[config.mk]
export PLATFORM = sky130hd
export DESIGN_NAME = mem_access_ctrl_flat
export DESIGN_NICKNAME = d
export VERILOG_FILES = /design/src/rtl/mem_access_ctrl_pkg.sv /design/src/rtl/mem_access_ctrl_if.sv /design/src/rtl/mem_access_ctrl_addr_check.sv /design/src/rtl/mem_access_ctrl.sv /design/src/flat_wrapper.sv
export SDC_FILE = /design/constraint.sdc
export NUM_CORES = 1
export LEC_CHECK = 0
export ABC_AREA = 1
export CAP_MARGIN = 20
export CORE_ASPECT_RATIO = 0.75
export CORE_UTILIZATION = 25
export DETAILED_ROUTE_END_ITERATION = 10
export GPL_TIMING_DRIVEN = 0
export PLACE_DENSITY = 0.64
export SYNTH_ARGS = -nofsm -noshare
export SYNTH_HDL_FRONTEND = slang
export SYNTH_SLANG_ARGS = --single-unit
[constraint.sdc]
create_clock -name im_clk -period 9.24 [get_ports im_clk]
set_input_delay 1.848 -clock im_clk [delete_from_list [all_inputs] [get_ports im_clk]]
set_output_delay 1.848 -clock im_clk [all_outputs]
set_load 0.02 [all_outputs]
[src/rtl/mem_access_ctrl_pkg.sv]
// mem_access_ctrl_pkg
// Shared widths, FSM state codes and helpers for the memory-stage controller.
// The state codes are plain 3-bit constants so they line up with the legacy
// MS_* encodings used elsewhere in the datapath.
package mem_access_ctrl_pkg;

    localparam int WORD     = 64;
    localparam int DM_DEPTH = 32;
    localparam int RD_W     = 5;
    localparam int FCNT_W   = 8;

    localparam logic [2:0] MS_IDLE     = 3'd0;
    localparam logic [2:0] MS_RD_ISSUE = 3'd1;
    localparam logic [2:0] MS_RD_CAPT  = 3'd2;
    localparam logic [2:0] MS_WR_ISSUE = 3'd3;
    localparam logic [2:0] MS_RESP     = 3'd4;

    typedef logic [WORD-1:0] word_t;

    // Everything writeback sees while a result is being held.
    typedef struct packed {
        word_t           data;
        logic [RD_W-1:0] rd;
        logic            regWrite;
        logic            fault;
    } wb_result_t;

    // Fault counter sticks at all-ones instead of wrapping.
    function automatic logic [FCNT_W-1:0] satInc(input logic [FCNT_W-1:0] value);
        return (&value) ? value : value + 1'b1;
    endfunction

endpackage

[src/rtl/mem_access_ctrl_if.sv]
// mem_access_ctrl_if
// Bundles the three buses around the memory stage:
//   ex_*  : operation from EX/MEM (valid/ready handshake, ex_ready is the stall)
//   dm_*  : strobes, address and store data to the data memory, registered read data back
//   wb_*  : held result to writeback (valid/ready handshake), plus fault_cnt
// modport master : the controller's view (drives ex_ready, dm_*, wb_*, fault_cnt)
// modport slave  : the surrounding pipeline/memory view
interface mem_access_ctrl_if;
    import mem_access_ctrl_pkg::*;

    logic              ex_valid;
    logic              ex_ready;
    logic              ex_mem_read;
    logic              ex_mem_write;
    word_t             ex_addr;
    word_t             ex_wdata;
    logic [RD_W-1:0]   ex_rd;
    logic              ex_reg_write;

    logic              dm_mem_read;
    logic              dm_mem_write;
    word_t             dm_addr;
    word_t             dm_wdata;
    word_t             dm_rdata;

    logic              wb_valid;
    logic              wb_ready;
    word_t             wb_data;
    logic [RD_W-1:0]   wb_rd;
    logic              wb_reg_write;
    logic              wb_fault;
    logic [FCNT_W-1:0] fault_cnt;

    modport master (
        input  ex_valid, ex_mem_read, ex_mem_write, ex_addr, ex_wdata, ex_rd, ex_reg_write,
        input  dm_rdata, wb_ready,
        output ex_ready, dm_mem_read, dm_mem_write, dm_addr, dm_wdata,
        output wb_valid, wb_data, wb_rd, wb_reg_write, wb_fault, fault_cnt
    );

    modport slave (
        output ex_valid, ex_mem_read, ex_mem_write, ex_addr, ex_wdata, ex_rd, ex_reg_write,
        output dm_rdata, wb_ready,
        input  ex_ready, dm_mem_read, dm_mem_write, dm_addr, dm_wdata,
        input  wb_valid, wb_data, wb_rd, wb_reg_write, wb_fault, fault_cnt
    );

endinterface

[src/rtl/mem_access_ctrl_addr_check.sv]
// mem_addr_check
// Purely combinational access check for one EX/MEM operation.
//   addr         : byte address
//   mem_read     : load request
//   mem_write    : store request
//   misaligned   : memory op whose address is not on a word boundary
//   out_of_range : memory op whose address lies beyond the data memory
//   fault        : either of the above, or a load and store requested together
module mem_addr_check
    import mem_access_ctrl_pkg::*;
(
    input  word_t addr,
    input  logic  mem_read,
    input  logic  mem_write,
    output logic  misaligned,
    output logic  out_of_range,
    output logic  fault
);

    localparam word_t ADDR_LIMIT = word_t'(DM_DEPTH * 8);

    logic isMemOp;

    assign isMemOp      = mem_read || mem_write;
    assign misaligned   = isMemOp && (addr[2:0] != 3'b000);
    assign out_of_range = isMemOp && (addr >= ADDR_LIMIT);
    assign fault        = misaligned || out_of_range || (mem_read && mem_write);

endmodule

[src/rtl/mem_access_ctrl.sv]
// mem_access_ctrl
// Memory-stage controller sitting directly in front of the data memory.
// Takes one EX/MEM operation at a time, issues a single-cycle registered
// read or write strobe, absorbs the memory's one-cycle read latency and
// holds the result for writeback until it is consumed.
//   im_clk : pipeline clock, all state on the rising edge
//   reset  : asynchronous, active-high
//   bus    : ex_* / dm_* / wb_* buses and fault_cnt (master view)
module mem_access_ctrl
    import mem_access_ctrl_pkg::*;
(
    input  logic              im_clk,
    input  logic              reset,
    mem_access_ctrl_if.master bus
);

    logic [2:0]        state_q,    state_d;
    word_t             dmAddr_q,   dmAddr_d;
    word_t             dmWdata_q,  dmWdata_d;
    logic              dmRead_q,   dmRead_d;
    logic              dmWrite_q,  dmWrite_d;
    logic [RD_W-1:0]   rd_q,       rd_d;
    logic              regWrite_q, regWrite_d;
    wb_result_t        wb_q,       wb_d;
    logic [FCNT_W-1:0] faultCnt_q, faultCnt_d;

    logic exReady;
    logic accept;
    logic chkMisaligned;
    logic chkOutOfRange;
    logic chkFault;
    logic opFault;

    mem_addr_check u_addr_check (
        .addr         (bus.ex_addr),
        .mem_read     (bus.ex_mem_read),
        .mem_write    (bus.ex_mem_write),
        .misaligned   (chkMisaligned),
        .out_of_range (chkOutOfRange),
        .fault        (chkFault)
    );

    // The checker's fault already contains both causes; folding them in
    // again keeps any cause flag from being silently dropped.
    assign opFault = chkFault || chkMisaligned || chkOutOfRange;

    // Ready stays low while reset is held so nothing is accepted mid-reset.
    // In RESP it follows wb_ready so a new op can replace the consumed one.
    assign exReady = !reset && ((state_q == MS_IDLE) || ((state_q == MS_RESP) && bus.wb_ready));
    assign accept  = bus.ex_valid && exReady;

    always_comb begin
        state_d    = state_q;
        dmAddr_d   = dmAddr_q;
        dmWdata_d  = dmWdata_q;
        dmRead_d   = 1'b0;
        dmWrite_d  = 1'b0;
        rd_d       = rd_q;
        regWrite_d = regWrite_q;
        wb_d       = wb_q;
        faultCnt_d = faultCnt_q;

        case (state_q)
            MS_IDLE: ;
            MS_RD_ISSUE: state_d = MS_RD_CAPT;
            MS_RD_CAPT: begin
                // Memory output is valid this cycle only; capture it now.
                state_d       = MS_RESP;
                wb_d.data     = bus.dm_rdata;
                wb_d.rd       = rd_q;
                wb_d.regWrite = regWrite_q;
                wb_d.fault    = 1'b0;
            end
            MS_WR_ISSUE: begin
                state_d       = MS_RESP;
                wb_d.data     = dmAddr_q;
                wb_d.rd       = rd_q;
                wb_d.regWrite = 1'b0;
                wb_d.fault    = 1'b0;
            end
            MS_RESP: begin
                if (bus.wb_ready) begin
                    state_d = MS_IDLE;
                end
            end
            default: state_d = MS_IDLE;
        endcase

        // An accept (from IDLE or a consumed RESP) overrides the above so
        // back-to-back operations enter their first state with no bubble.
        if (accept) begin
            rd_d       = bus.ex_rd;
            regWrite_d = bus.ex_reg_write;
            if (opFault) begin
                state_d       = MS_RESP;
                wb_d.data     = bus.ex_addr;
                wb_d.rd       = bus.ex_rd;
                wb_d.regWrite = 1'b0;
                wb_d.fault    = 1'b1;
                faultCnt_d    = satInc(faultCnt_q);
            end else if (bus.ex_mem_read) begin
                state_d  = MS_RD_ISSUE;
                dmRead_d = 1'b1;
                dmAddr_d = bus.ex_addr;
            end else if (bus.ex_mem_write) begin
                state_d   = MS_WR_ISSUE;
                dmWrite_d = 1'b1;
                dmAddr_d  = bus.ex_addr;
                dmWdata_d = bus.ex_wdata;
            end else begin
                state_d       = MS_RESP;
                wb_d.data     = bus.ex_addr;
                wb_d.rd       = bus.ex_rd;
                wb_d.regWrite = bus.ex_reg_write;
                wb_d.fault    = 1'b0;
            end
        end
    end

    // Async reset clears the strobes at once, so a store caught in
    // WR_ISSUE never reaches the memory's clock edge.
    always_ff @(posedge im_clk or posedge reset) begin
        if (reset) begin
            state_q    <= MS_IDLE;
            dmAddr_q   <= '0;
            dmWdata_q  <= '0;
            dmRead_q   <= 1'b0;
            dmWrite_q  <= 1'b0;
            rd_q       <= '0;
            regWrite_q <= 1'b0;
            wb_q       <= '0;
            faultCnt_q <= '0;
        end else begin
            state_q    <= state_d;
            dmAddr_q   <= dmAddr_d;
            dmWdata_q  <= dmWdata_d;
            dmRead_q   <= dmRead_d;
            dmWrite_q  <= dmWrite_d;
            rd_q       <= rd_d;
            regWrite_q <= regWrite_d;
            wb_q       <= wb_d;
            faultCnt_q <= faultCnt_d;
        end
    end

    assign bus.ex_ready     = exReady;
    assign bus.dm_mem_read  = dmRead_q;
    assign bus.dm_mem_write = dmWrite_q;
    assign bus.dm_addr      = dmAddr_q;
    assign bus.dm_wdata     = dmWdata_q;
    assign bus.wb_valid     = (state_q == MS_RESP);
    assign bus.wb_data      = wb_q.data;
    assign bus.wb_rd        = wb_q.rd;
    assign bus.wb_reg_write = wb_q.regWrite;
    assign bus.wb_fault     = wb_q.fault;
    assign bus.fault_cnt    = faultCnt_q;

endmodule

[src/flat_wrapper.sv]
// flat-port wrapper written by rule: the top's interface ports become plain ports
module mem_access_ctrl_flat import mem_access_ctrl_pkg::*;
  (im_clk, reset, bus_ex_valid, bus_ex_mem_read, bus_ex_mem_write, bus_ex_addr, bus_ex_wdata, bus_ex_rd, bus_ex_reg_write, bus_dm_rdata, bus_wb_ready, bus_ex_ready, bus_dm_mem_read, bus_dm_mem_write, bus_dm_addr, bus_dm_wdata, bus_wb_valid, bus_wb_data, bus_wb_rd, bus_wb_reg_write, bus_wb_fault, bus_fault_cnt);
  mem_access_ctrl_if bus_i ();
  input  logic im_clk;
  input  logic reset;
  input wire logic [$bits(bus_i.ex_valid)-1:0] bus_ex_valid;
  input wire logic [$bits(bus_i.ex_mem_read)-1:0] bus_ex_mem_read;
  input wire logic [$bits(bus_i.ex_mem_write)-1:0] bus_ex_mem_write;
  input wire logic [$bits(bus_i.ex_addr)-1:0] bus_ex_addr;
  input wire logic [$bits(bus_i.ex_wdata)-1:0] bus_ex_wdata;
  input wire logic [$bits(bus_i.ex_rd)-1:0] bus_ex_rd;
  input wire logic [$bits(bus_i.ex_reg_write)-1:0] bus_ex_reg_write;
  input wire logic [$bits(bus_i.dm_rdata)-1:0] bus_dm_rdata;
  input wire logic [$bits(bus_i.wb_ready)-1:0] bus_wb_ready;
  output wire logic [$bits(bus_i.ex_ready)-1:0] bus_ex_ready;
  output wire logic [$bits(bus_i.dm_mem_read)-1:0] bus_dm_mem_read;
  output wire logic [$bits(bus_i.dm_mem_write)-1:0] bus_dm_mem_write;
  output wire logic [$bits(bus_i.dm_addr)-1:0] bus_dm_addr;
  output wire logic [$bits(bus_i.dm_wdata)-1:0] bus_dm_wdata;
  output wire logic [$bits(bus_i.wb_valid)-1:0] bus_wb_valid;
  output wire logic [$bits(bus_i.wb_data)-1:0] bus_wb_data;
  output wire logic [$bits(bus_i.wb_rd)-1:0] bus_wb_rd;
  output wire logic [$bits(bus_i.wb_reg_write)-1:0] bus_wb_reg_write;
  output wire logic [$bits(bus_i.wb_fault)-1:0] bus_wb_fault;
  output wire logic [$bits(bus_i.fault_cnt)-1:0] bus_fault_cnt;
  assign bus_i.ex_valid = bus_ex_valid;
  assign bus_i.ex_mem_read = bus_ex_mem_read;
  assign bus_i.ex_mem_write = bus_ex_mem_write;
  assign bus_i.ex_addr = bus_ex_addr;
  assign bus_i.ex_wdata = bus_ex_wdata;
  assign bus_i.ex_rd = bus_ex_rd;
  assign bus_i.ex_reg_write = bus_ex_reg_write;
  assign bus_i.dm_rdata = bus_dm_rdata;
  assign bus_i.wb_ready = bus_wb_ready;
  assign bus_ex_ready = bus_i.ex_ready;
  assign bus_dm_mem_read = bus_i.dm_mem_read;
  assign bus_dm_mem_write = bus_i.dm_mem_write;
  assign bus_dm_addr = bus_i.dm_addr;
  assign bus_dm_wdata = bus_i.dm_wdata;
  assign bus_wb_valid = bus_i.wb_valid;
  assign bus_wb_data = bus_i.wb_data;
  assign bus_wb_rd = bus_i.wb_rd;
  assign bus_wb_reg_write = bus_i.wb_reg_write;
  assign bus_wb_fault = bus_i.wb_fault;
  assign bus_fault_cnt = bus_i.fault_cnt;
  mem_access_ctrl u_core (.im_clk(im_clk), .reset(reset), .bus(bus_i));
endmodule
==> results.yml <==
routing:
  first_pass_iters: 5
  vias: 10107
  wl_um: 43300
  initialDrtViolationCount: 641
  route.detailed.drc: 0
  drtAntennaViolNets: 0
  wire_per_inst_um: 19.6
  vias_per_cell: 4.58
power:
  irDropWorstVdd_mv: 0.112
  p_per_area_mw_per_mm2: 171
  leakagePower_nw: 7.80
timing:
  fin_crit_sh: 0.554
  tns_ns: 0
  max_freq_mhz: 195
  period_needed_ns: 5.12
  slew_headroom: 0.393
  rsz0062_at_grt: "false"
  finalMaxSlewViolations: 0
  hold_viol: 0
  fin_skew_ns: 0.0154
  worst_pin_slew_ns: 0.910
  holdWs_ns: 0.469
  finalSetupViolations: 0
critical_path:
  crit_type: "input pin to output pin"
  r2r_slack_ns: 6.74
  reg2regPathDepth: 8
  cp.arrival_ns: 3.27
  crit_family: "buffers and inverters"
  cp_slowest_stage_delay_ns: 0.63
  cp.required_ns: 7.39
  crit_top_cell: "clkdlybuf4s50_1"
  worst_setup_path_start_kind: "input pin"
  regToRegStartpoint: "u_core.state_q[2]$_DFFE_PP0P_"
  cp-end-kind: "output pin"
  critPathSlowestCell: "clkdlybuf4s50_1"
  crit_buf_inv: 2
  rr_endpoint: "u_core.bus.wb_data[52]$_DFF_PP0_"
  critPathMaxFanout: 2
  crit_path_cell_trace: "clkdlybuf4s50_1 -> nor3_4 -> clkdlybuf4s50_1"
synth:
  synth_edf_count: 0
  synthFlopType: "dfrtp_1"
  syn_inst: 1223
  synthArstFlopShare: 1.00
  synthesis.area_sq_mm: 0.00998
  ys_seq_elements: 218
  ys_types: 30
  syn-num-nets: 1428
  yosysWarnings: 0
  yosysSeqAreaShare: 0.546
  avgSynthCellArea_sq_um: 8.16
hold_path:
  hold_path.startpoint: "u_core.bus.dm_wdata[57]$_DFFE_PP0P_"
  holdPathEnd: "u_core.bus.dm_wdata[57]$_DFFE_PP0P_"
  holdPathStages: 2
  hp-class: "register to register"
clocking:
  h-tree-depth: 1
  worstSkewPairLatency_ns: 0.54
  ctsHoldBuffers: 0
  cts_resized: 0
  cts_buffers: 26
  ctsRootBufferMaster: "clkbuf_16"
  clkSinkCount: 218
  cts.clk_slew.worst_paths_ns: 0.06
  cts_tree: "done"
  clockBufferDepth: 3
  post-cts-setup-buffers: 0
grt:
  grt_max_degree: 92
  gr-total-overflow: 0
  gr-usage-met2: 0.330
  top_usage_layer: "met2"
  grt_use_total: 0.209
  grt_pass1_vias: 10198
  antenna_found_initial: 7
  grt_pass1_wl_um: 63700
  use_met1: 0.282
  grtUsageMet3: 0.0457
floorplanning:
  core_region_area_sq_mm: 0.0388
  dieArea_sq_mm: 0.0407
  row_count: 62
  initial_core_util: 0.257
  ios: 415
  die_w_um: 233
  die_h_um: 175
final_layout:
  drive_gt1_frac: 0.0694
  fillerInstances: 3930
  layout_common_cells: "clkdlybuf4s50_1, nand2_1, dfrtp_1"
  area_growth_pct: 58.0
  final_cells: 2207
  design_area_sq_mm: 0.0158
  nets: 1872
  final_common_cell: "clkdlybuf4s50_1"
job:
  max_cap_violations: 0
placed_design:
  routabilityCongestion: 0.911
  placed_area_sq_mm: 0.0148
  numPlacedInstances: 2151
  hpwl_um: 33300
  portBuffers: 414
status:
  status: "completed"
-- worst register-to-register path: stages (launching register included) --
cell      delay (ns)
dfrtp_1         0.39
inv_1           0.09
nand2_1         0.43
buf_2           0.38
clkbuf_1        0.73
nand2_1         0.13
o211ai_1        0.13
nand2_1         0.09
nand2_1         0.06
-- flip-flops by register name, indices dropped and copies added (netlist names), 3 cells and up --
name                  flops
u_core.bus.dm_addr       64
u_core.bus.dm_wdata      64
u_core.bus.wb_data       64
u_core.bus.fault_cnt      8
u_core.bus.wb_rd          5
u_core.rd_q               5
u_core.state_q            3
-- final cells by class --
class / instances / area (sq um) / share of cell area
multi-input cells: 774 / 3570 / 0.227
plain buffers: 78 / 380 / 0.0241
clock buffers: 35 / 766 / 0.0486
repair buffers: 416 / 4200 / 0.266
well taps: 512 / 641 / 0.0406
diodes: 8 / 20.0 / 0.00127
inverters: 153 / 582 / 0.0369
flip-flops and latches: 218 / 5460 / 0.346
clock inverters: 13 / 154 / 0.00976
-- routing by layer --
layer	part of all wire	wire, um
met4	0.030	1310
met2	0.46	20100
met5	0	0
met3	0.067	2890
met1	0.44	19000
-- cell families after synthesis --
logic type	share of synthesized area
AOI/OAI and AO/OA	0.0669
xor gates and xnor gates	0.00526
adders and majority gates	0.00125
buffers and inverters	0.0956
DFF	0.546
and+or+nand+nor	0.284
-- how the worst max path moves through the flow --
stage | start | endpoint | slack, ns | cells after the start
2_1_floorplan | reset | u_core.bus.dm_addr[0]$_DFFE_PP0P_ | 1.43 | 1
3_3_place_gp | reset | u_core.bus.dm_wdata[44]$_DFFE_PP0P_ | -2.03 | 2
3_5_place_dp | reset | bus_ex_ready | 4.12 | 3
4_1_cts | reset | bus_ex_ready | 4.11 | 3
5_1_grt | reset | bus_ex_ready | 4.07 | 3
6_report | reset | bus_ex_ready | 4.12 | 3
-- power breakdown --
group	total, mW	internal (mW)	leakage [nW]	switching [mW]
Combinational	0.518	0.262	4.79	0.256
Sequential	1.07	1.02	2.55	0.0526
Clock	1.11	0.667	0.457	0.442
Total	2.70	1.95	7.80	0.751
-- per-stage QoR --
step | total power [mW] | setup slack (ns) | util
2_1_floorplan | 1.32 | 1.43 | -
3_3_place_gp | 1.60 | -2.03 | 0.381
3_5_place_dp | 1.61 | 4.12 | 0.382
4_1_cts | 2.74 | 4.11 | 0.406
5_1_grt | 2.82 | 4.07 | 0.407
6_report | 2.70 | 4.12 | 0.407
-- cells in the mapped netlist (3+ instances only) --
cell      number  area share
nand2_1      388        0.15
dfrtp_1      218        0.55
inv_1        149       0.056
nor2_1       138       0.052
nand3_1       74       0.037
nand4_1       65       0.041
buf_2         52       0.026
a221oi_1      32       0.028
o211ai_1      27       0.020
clkbuf_1      18      0.0068
o21ai_0       17      0.0085
o21ai_1        6      0.0030
xnor2_1        5      0.0044
a21oi_1        4      0.0020
a22o_1         4      0.0035
buf_4          4      0.0030
inv_2          4      0.0015
buf_1          3      0.0011
(Power assumes the default switching activity.)
